[config.mk]
export PLATFORM = sky130hd
export DESIGN_NAME = io_bus_arbiter
export DESIGN_NICKNAME = d
export VERILOG_FILES = /design/src/rtl/io_bus_arbiter.sv
export SDC_FILE = /design/constraint.sdc
export NUM_CORES = 1
export LEC_CHECK = 0
export ABC_AREA = 1
export BUFFER_PORTS_ARGS = -buffer_cell sky130_fd_sc_hd__buf_2
export CORE_AREA = 2 2 114 116
export DETAILED_ROUTE_END_ITERATION = 8
export DIE_AREA = 0 0 116 118
export MAX_ROUTING_LAYER = met4
export PLACE_DENSITY = 0.84
export SYNTH_ARGS = -nofsm -noshare
export SYNTH_HDL_FRONTEND = slang
export SYNTH_SLANG_ARGS = --single-unit
[constraint.sdc]
create_clock -name Sys_Clock -period 2.5 [get_ports Sys_Clock]
set_input_delay 0.5 -clock Sys_Clock [delete_from_list [all_inputs] [get_ports Sys_Clock]]
set_output_delay 0.5 -clock Sys_Clock [all_outputs]
set_load 0.03 [all_outputs]
[src/rtl/io_bus_arbiter.sv]
// io_bus_arbiter: two-master arbiter in front of a single IO register bus.
// One transaction is in flight at a time. An IDLE -> ISSUE -> (WAIT) -> DONE
// sequence runs for each transaction, with a round-robin choice between masters.
// Optional feature macro: IO_ARB_LOCK_EN. When it is defined, a master can keep
// the bus for up to HOLD_MAX consecutive transactions.
module io_bus_arbiter #(
  parameter int RD_LATENCY = 1,
  parameter int HOLD_MAX   = 4
) (
  input  logic        Sys_Clock,
  input  logic        Sys_Reset,
  input  logic        M0_Req,
  input  logic        M1_Req,
  input  logic        M0_Wr,
  input  logic        M1_Wr,
  input  logic [29:0] M0_Address,
  input  logic [29:0] M1_Address,
  input  logic [31:0] M0_WrData,
  input  logic [31:0] M1_WrData,
  input  logic        M0_Lock,
  input  logic        M1_Lock,
  output logic        M0_Grant,
  output logic        M1_Grant,
  output logic        M0_Done,
  output logic        M1_Done,
  output logic [31:0] M0_RdData,
  output logic [31:0] M1_RdData,
  output logic [29:0] Bus_Address,
  output logic [31:0] Bus_WrData,
  output logic        Bus_WrEn,
  output logic        Bus_RdEn,
  input  logic [31:0] Bus_RdData
);

  localparam logic [1:0] IDLE  = 2'd0;
  localparam logic [1:0] ISSUE = 2'd1;
  localparam logic [1:0] WAIT  = 2'd2;
  localparam logic [1:0] DONE  = 2'd3;

  logic [1:0] state;
  logic       sel;        // master owning the transaction in flight
  logic       is_write;   // registered Wr of the winner
  logic       last;       // master served most recently (round-robin pointer)
  logic [2:0] wait_cnt;   // remaining WAIT cycles minus one
  logic       any_req;
  logic       rr_win;
  logic       win_next;

`ifdef IO_ARB_LOCK_EN
  localparam int HW = (HOLD_MAX < 1) ? 1 : $clog2(HOLD_MAX + 1);
  localparam logic [HW-1:0] HOLD_LIM = HW'(HOLD_MAX);

  logic          locked;     // last served master keeps priority
  logic [HW-1:0] hold;       // consecutive locked regrants so far
  logic          owner_req;
  logic          winner_lock;

  assign owner_req   = last ? M1_Req : M0_Req;
  assign winner_lock = sel ? M1_Lock : M0_Lock;

  // Lock state: set or released at DONE, dropped at IDLE if the owner has gone quiet.
  always_ff @(posedge Sys_Clock) begin
    if (Sys_Reset) begin
      locked <= 1'b0;
      hold   <= '0;
    end else if (state == DONE) begin
      if (winner_lock && (hold < HOLD_LIM)) begin
        locked <= 1'b1;
        hold   <= hold + HW'(1);
      end else begin
        locked <= 1'b0;
        hold   <= '0;
      end
    end else if ((state == IDLE) && locked && !owner_req) begin
      locked <= 1'b0;
      hold   <= '0;
    end
  end
`else
  logic unused_lock;
  assign unused_lock = M0_Lock ^ M1_Lock ^ (HOLD_MAX > 0);
`endif

  // Winner selection: the master not served last wins a tie; a held lock overrides this.
  always_comb begin
    any_req = M0_Req | M1_Req;
    if (M0_Req && M1_Req) begin
      rr_win = ~last;
    end else if (M1_Req) begin
      rr_win = 1'b1;
    end else begin
      rr_win = 1'b0;
    end
`ifdef IO_ARB_LOCK_EN
    win_next = (locked && owner_req) ? last : rr_win;
`else
    win_next = rr_win;
`endif
  end

  // Transaction FSM with registered bus strobes, grants, done pulses and read data.
  always_ff @(posedge Sys_Clock) begin
    if (Sys_Reset) begin
      state       <= IDLE;
      sel         <= 1'b0;
      is_write    <= 1'b0;
      last        <= 1'b1;   // pretend M1 went last so M0 is favoured
      wait_cnt    <= 3'd0;
      M0_Grant    <= 1'b0;
      M1_Grant    <= 1'b0;
      M0_Done     <= 1'b0;
      M1_Done     <= 1'b0;
      M0_RdData   <= 32'd0;
      M1_RdData   <= 32'd0;
      Bus_Address <= 30'd0;
      Bus_WrData  <= 32'd0;
      Bus_WrEn    <= 1'b0;
      Bus_RdEn    <= 1'b0;
    end else begin
      M0_Grant <= 1'b0;
      M1_Grant <= 1'b0;
      M0_Done  <= 1'b0;
      M1_Done  <= 1'b0;
      Bus_WrEn <= 1'b0;
      Bus_RdEn <= 1'b0;
      case (state)
        IDLE: begin
          if (any_req) begin
            sel         <= win_next;
            is_write    <= win_next ? M1_Wr : M0_Wr;
            Bus_Address <= win_next ? M1_Address : M0_Address;
            Bus_WrData  <= win_next ? M1_WrData : M0_WrData;
            M0_Grant    <= ~win_next;
            M1_Grant    <= win_next;
            Bus_WrEn    <= win_next ? M1_Wr : M0_Wr;
            Bus_RdEn    <= win_next ? ~M1_Wr : ~M0_Wr;
            state       <= ISSUE;
          end
        end
        ISSUE: begin
          if (is_write) begin
            M0_Done <= ~sel;
            M1_Done <= sel;
            state   <= DONE;
          end else begin
            wait_cnt <= 3'(RD_LATENCY - 1);
            state    <= WAIT;
          end
        end
        WAIT: begin
          if (wait_cnt == 3'd0) begin
            if (sel) begin
              M1_RdData <= Bus_RdData;
            end else begin
              M0_RdData <= Bus_RdData;
            end
            M0_Done <= ~sel;
            M1_Done <= sel;
            state   <= DONE;
          end else begin
            wait_cnt <= wait_cnt - 3'd1;
          end
        end
        DONE: begin
          last  <= sel;
          state <= IDLE;
        end
        default: begin
          state <= IDLE;
        end
      endcase
    end
  end

endmodule

==> impl_metrics.py <==
metrics = {
    "outcome": {
        "outcome": "finished clean",
    },
    "die": {
        "num_io_pins": 296,
        "die_h_um": 118,
        "core_area_um2": 12400,
        "rows": 41,
        "dieArea_um2": 13700,
        "start_util_pct": 49.3,
        "die_x_um": 116,
    },
    "timing": {
        "fin_ws_ns": 0.651,
        "rsz0062_at_grt": "no",
        "skew_ns": 0.00752,
        "max-slew-margin-rel_pct": 69.4,
        "post-route-period-util_pct": 73.9,
        "maxSlewViolCount": 0,
        "fmax_ghz": 0.541,
        "finalHoldViolCount": 0,
        "fin_crit_ns": 1.85,
        "setup_tns_ns": 0,
        "setup_viol": 0,
        "worst_pin_slew_ns": 0.458,
    },
    "logic_synthesis": {
        "yosys-top-cells-area": "dfxtp_1 (46%), nor2_1 (16%), nand2_1 (12%), o21ai_0 (8.0%), inv_1 (4.7%)",
        "synth-async-reset-ratio_pct": 0,
        "synthAdderAreaFrac_pct": 1.64,
        "synth-edff-count": 0,
        "synthTopCellsByCount": "nor2_1 (261), nand2_1 (198), dfxtp_1 (140)",
        "synth_warnings": 0,
        "synth.most_common_cell": "nor2_1",
        "synthXorXnorAreaFrac_pct": 0,
        "synth_top_cell_area_share_pct": 45.8,
        "synth-seq-cells": 140,
        "synth_ff_type": "dfxtp_1",
        "syn_nets": 1074,
        "netlist_area_um2": 6120,
        "synth_top_family_by_area": "simple AND/OR/NAND/NOR gates",
        "synth_top_area_cell": "dfxtp_1",
        "syn_inst": 902,
        "synth-simple-area-share_pct": 30.9,
        "yosysSeqAreaShare_pct": 45.8,
        "syn_avg_cell_area_um2": 6.79,
        "ys_types": 23,
        "synth_mux_area_share_pct": 0,
        "synth_compound_area_share_pct": 11.8,
    },
    "setup_path": {
        "r2r_end": "M1_RdData[24]$_SDFFE_PP0P_",
        "end_kind": "register",
        "worst_ep_arrival_time_ns": 2.18,
        "crit_path_start_kind": "register",
        "r2r_setup_slack_ns": 0.65,
        "cp.required_ns": 2.83,
        "cp_max_fo": 32,
        "critPathCapture": "M1_RdData[24]$_SDFFE_PP0P_",
        "r2r_cells": 7,
        "worstSetupPathType": "reg2reg",
        "r2r_start": "state[0]$_SDFFE_PP0P_",
        "worstSetupStartpoint": "state[0]$_SDFFE_PP0P_",
    },
    "cts": {
        "clockRootBuffer": "clkbuf_16",
        "clk_latency_ns": 0.41,
        "clock-sinks": 140,
        "cts_resized": 0,
        "cts_inserted_buffers": 17,
        "clock_path_buffers": 2,
        "htreeDepth": 4,
        "post-cts-setup-buffers": 0,
        "clk_pin_slew_ns": 0.06,
        "cts_tree": "built",
        "hold_buffers": 0,
    },
    "global_route": {
        "grt_overflow": 0,
        "antenna_found_initial": 4,
        "grtUsageTotal_pct": 25.0,
        "grt_max_degree": 104,
        "grt_pass1_wl_um": 26700,
        "grt_pass1_vias": 5949,
    },
    "placement": {
        "dp_slack_ns": 0.561,
        "place.gp.congestion": 0.826,
        "port_buffers": 293,
        "hpwl_um": 11500,
    },
    "power_and_ir_drop": {
        "p_clk_share_pct": 27.2,
        "ir_drop_mv": 0.691,
        "switchingPower_w": 0.00383,
        "power_frac_seq_pct": 33.0,
        "combPwrFrac_pct": 39.7,
        "intPower_w": 0.00561,
        "leakagePower_nw": 4.31,
        "switching_share_pct": 40.6,
        "p_per_area_nw_per_um2": 1140,
    },
    "cells_and_area": {
        "final_nets": 1344,
        "drive_gt1_share_pct": 30.6,
        "area.growth.synth_to_final_pct": 34.8,
        "nFillCells": 1155,
    },
    "detailed_routing": {
        "vias": 6284,
        "drtAntennaViolNets": 0,
        "drtIter0Drc": 417,
        "viasPerCell": 4.62,
        "drt_pre_antenna_iters": 5,
        "drc": 0,
        "wl_per_cell_um": 12.1,
        "routed_wl_um": 16400,
    },
    "job": {
        "maxCapViolCount": 0,
    },
    "hold_path": {
        "hold_path.class": "in2reg",
    },
}
## area by class of cell
class | instances | area [um2] | area share, %
Antenna cell | 4 | 10.0 | 0.121
Clock buffer | 22 | 474 | 5.75
Clock inverter | 10 | 138 | 1.67
Inverter | 80 | 302 | 3.65
Multi-Input combinational cell | 629 | 2710 | 32.9
Sequential cell | 140 | 2800 | 34.0
Tap cell | 172 | 215 | 2.61
Timing Repair Buffer | 304 | 1600 | 19.4
## cells by family after synthesis
logic type / Yosys count
simple gates: 485
flops: 140
compound gates: 136
buf+inv: 133
fa+ha+maj: 8
## registers in the layout, indices dropped and copies added, names as in the netlist, 2 cells and up
register / flops
M0_RdData: 32
M1_RdData: 32
Bus_WrData: 32
state: 2
wait_cnt: 3
Bus_Address: 30
## power by group through the flow
| stage | registers [W] | logic, W | clock network, W |
|---|---|---|---|
| 4_1_cts | 0.00312 | 0.00377 | 0.00262 |
| 3_5_place_dp | 0.00315 | 0.00376 | 0 |
| 2_1_floorplan | 0.00426 | 0.00167 | 0 |
| 6_report | 0.00312 | 0.00375 | 0.00257 |
| 3_3_place_gp | 0.00313 | 0.00369 | 0 |
| 5_1_grt | 0.00319 | 0.00416 | 0.00272 |
## worst min path at each step
stage                          startpoint                          to  cells past startpoint
2_1_floorplan           last$_SDFFE_PP1N_           last$_SDFFE_PP1N_                      2
3_3_place_gp   M1_RdData[27]$_SDFFE_PP0P_  M1_RdData[27]$_SDFFE_PP0P_                      2
3_5_place_dp   M1_RdData[27]$_SDFFE_PP0P_  M1_RdData[27]$_SDFFE_PP0P_                      2
4_1_cts                    Bus_RdData[18]  M1_RdData[18]$_SDFFE_PP0P_                      3
5_1_grt                    Bus_RdData[14]  M1_RdData[14]$_SDFFE_PP0P_                      3
6_report                    Bus_RdData[9]   M1_RdData[9]$_SDFFE_PP0P_                      3
## metrics by stage
stage / total power (W) / utilization [%] / hold slack [ns] / std cells / area [um2]
after floorplan: 0.00593 / - / 0.441 / 902 / 6120
final: 0.00944 / 66.5 / 0.343 / 1361 / 8250
after detailed placement: 0.00690 / 61.5 / 0.451 / 1325 / 7630
after global placement: 0.00683 / 61.5 / 0.447 / 1325 / 7630
after CTS: 0.00950 / 66.4 / 0.323 / 1357 / 8240
after global routing: 0.0101 / 66.5 / 0.334 / 1361 / 8250
## placed cells by master (no fill, tap or decap), types with 3 or more instances in the layout
cell type  instances
nand2_2           12
ha_1               8
a21oi_1           25
clkbuf_8           3
nand2_1          198
clkinv_2           4
nand3_1            6
diode_2            4
buf_4              7
buf_12             4
inv_1             76
o21ai_0           98
clkbuf_16         17
bufinv_16          3
a21oi_2           10
nor2_1           261
inv_2              3
buf_2            293
dfxtp_1          140
## worst max-delay path: stages (launching register included)
cell	delay, ns
dfxtp_1	0.35
inv_1	0.15
ha_1	0.29
inv_1	0.11
nor3_4	0.17
buf_4	0.38
nand2_1	0.13
a21oi_1	0.17
## per-layer routing
layer  share of wire [%]  track usage, %
met1                  41            27.7
met2                  48            40.1
met3                 7.8            7.21
met4                 3.0            13.5
met5                   0               -
Note: power is estimated with default switching activity, not from simulation.
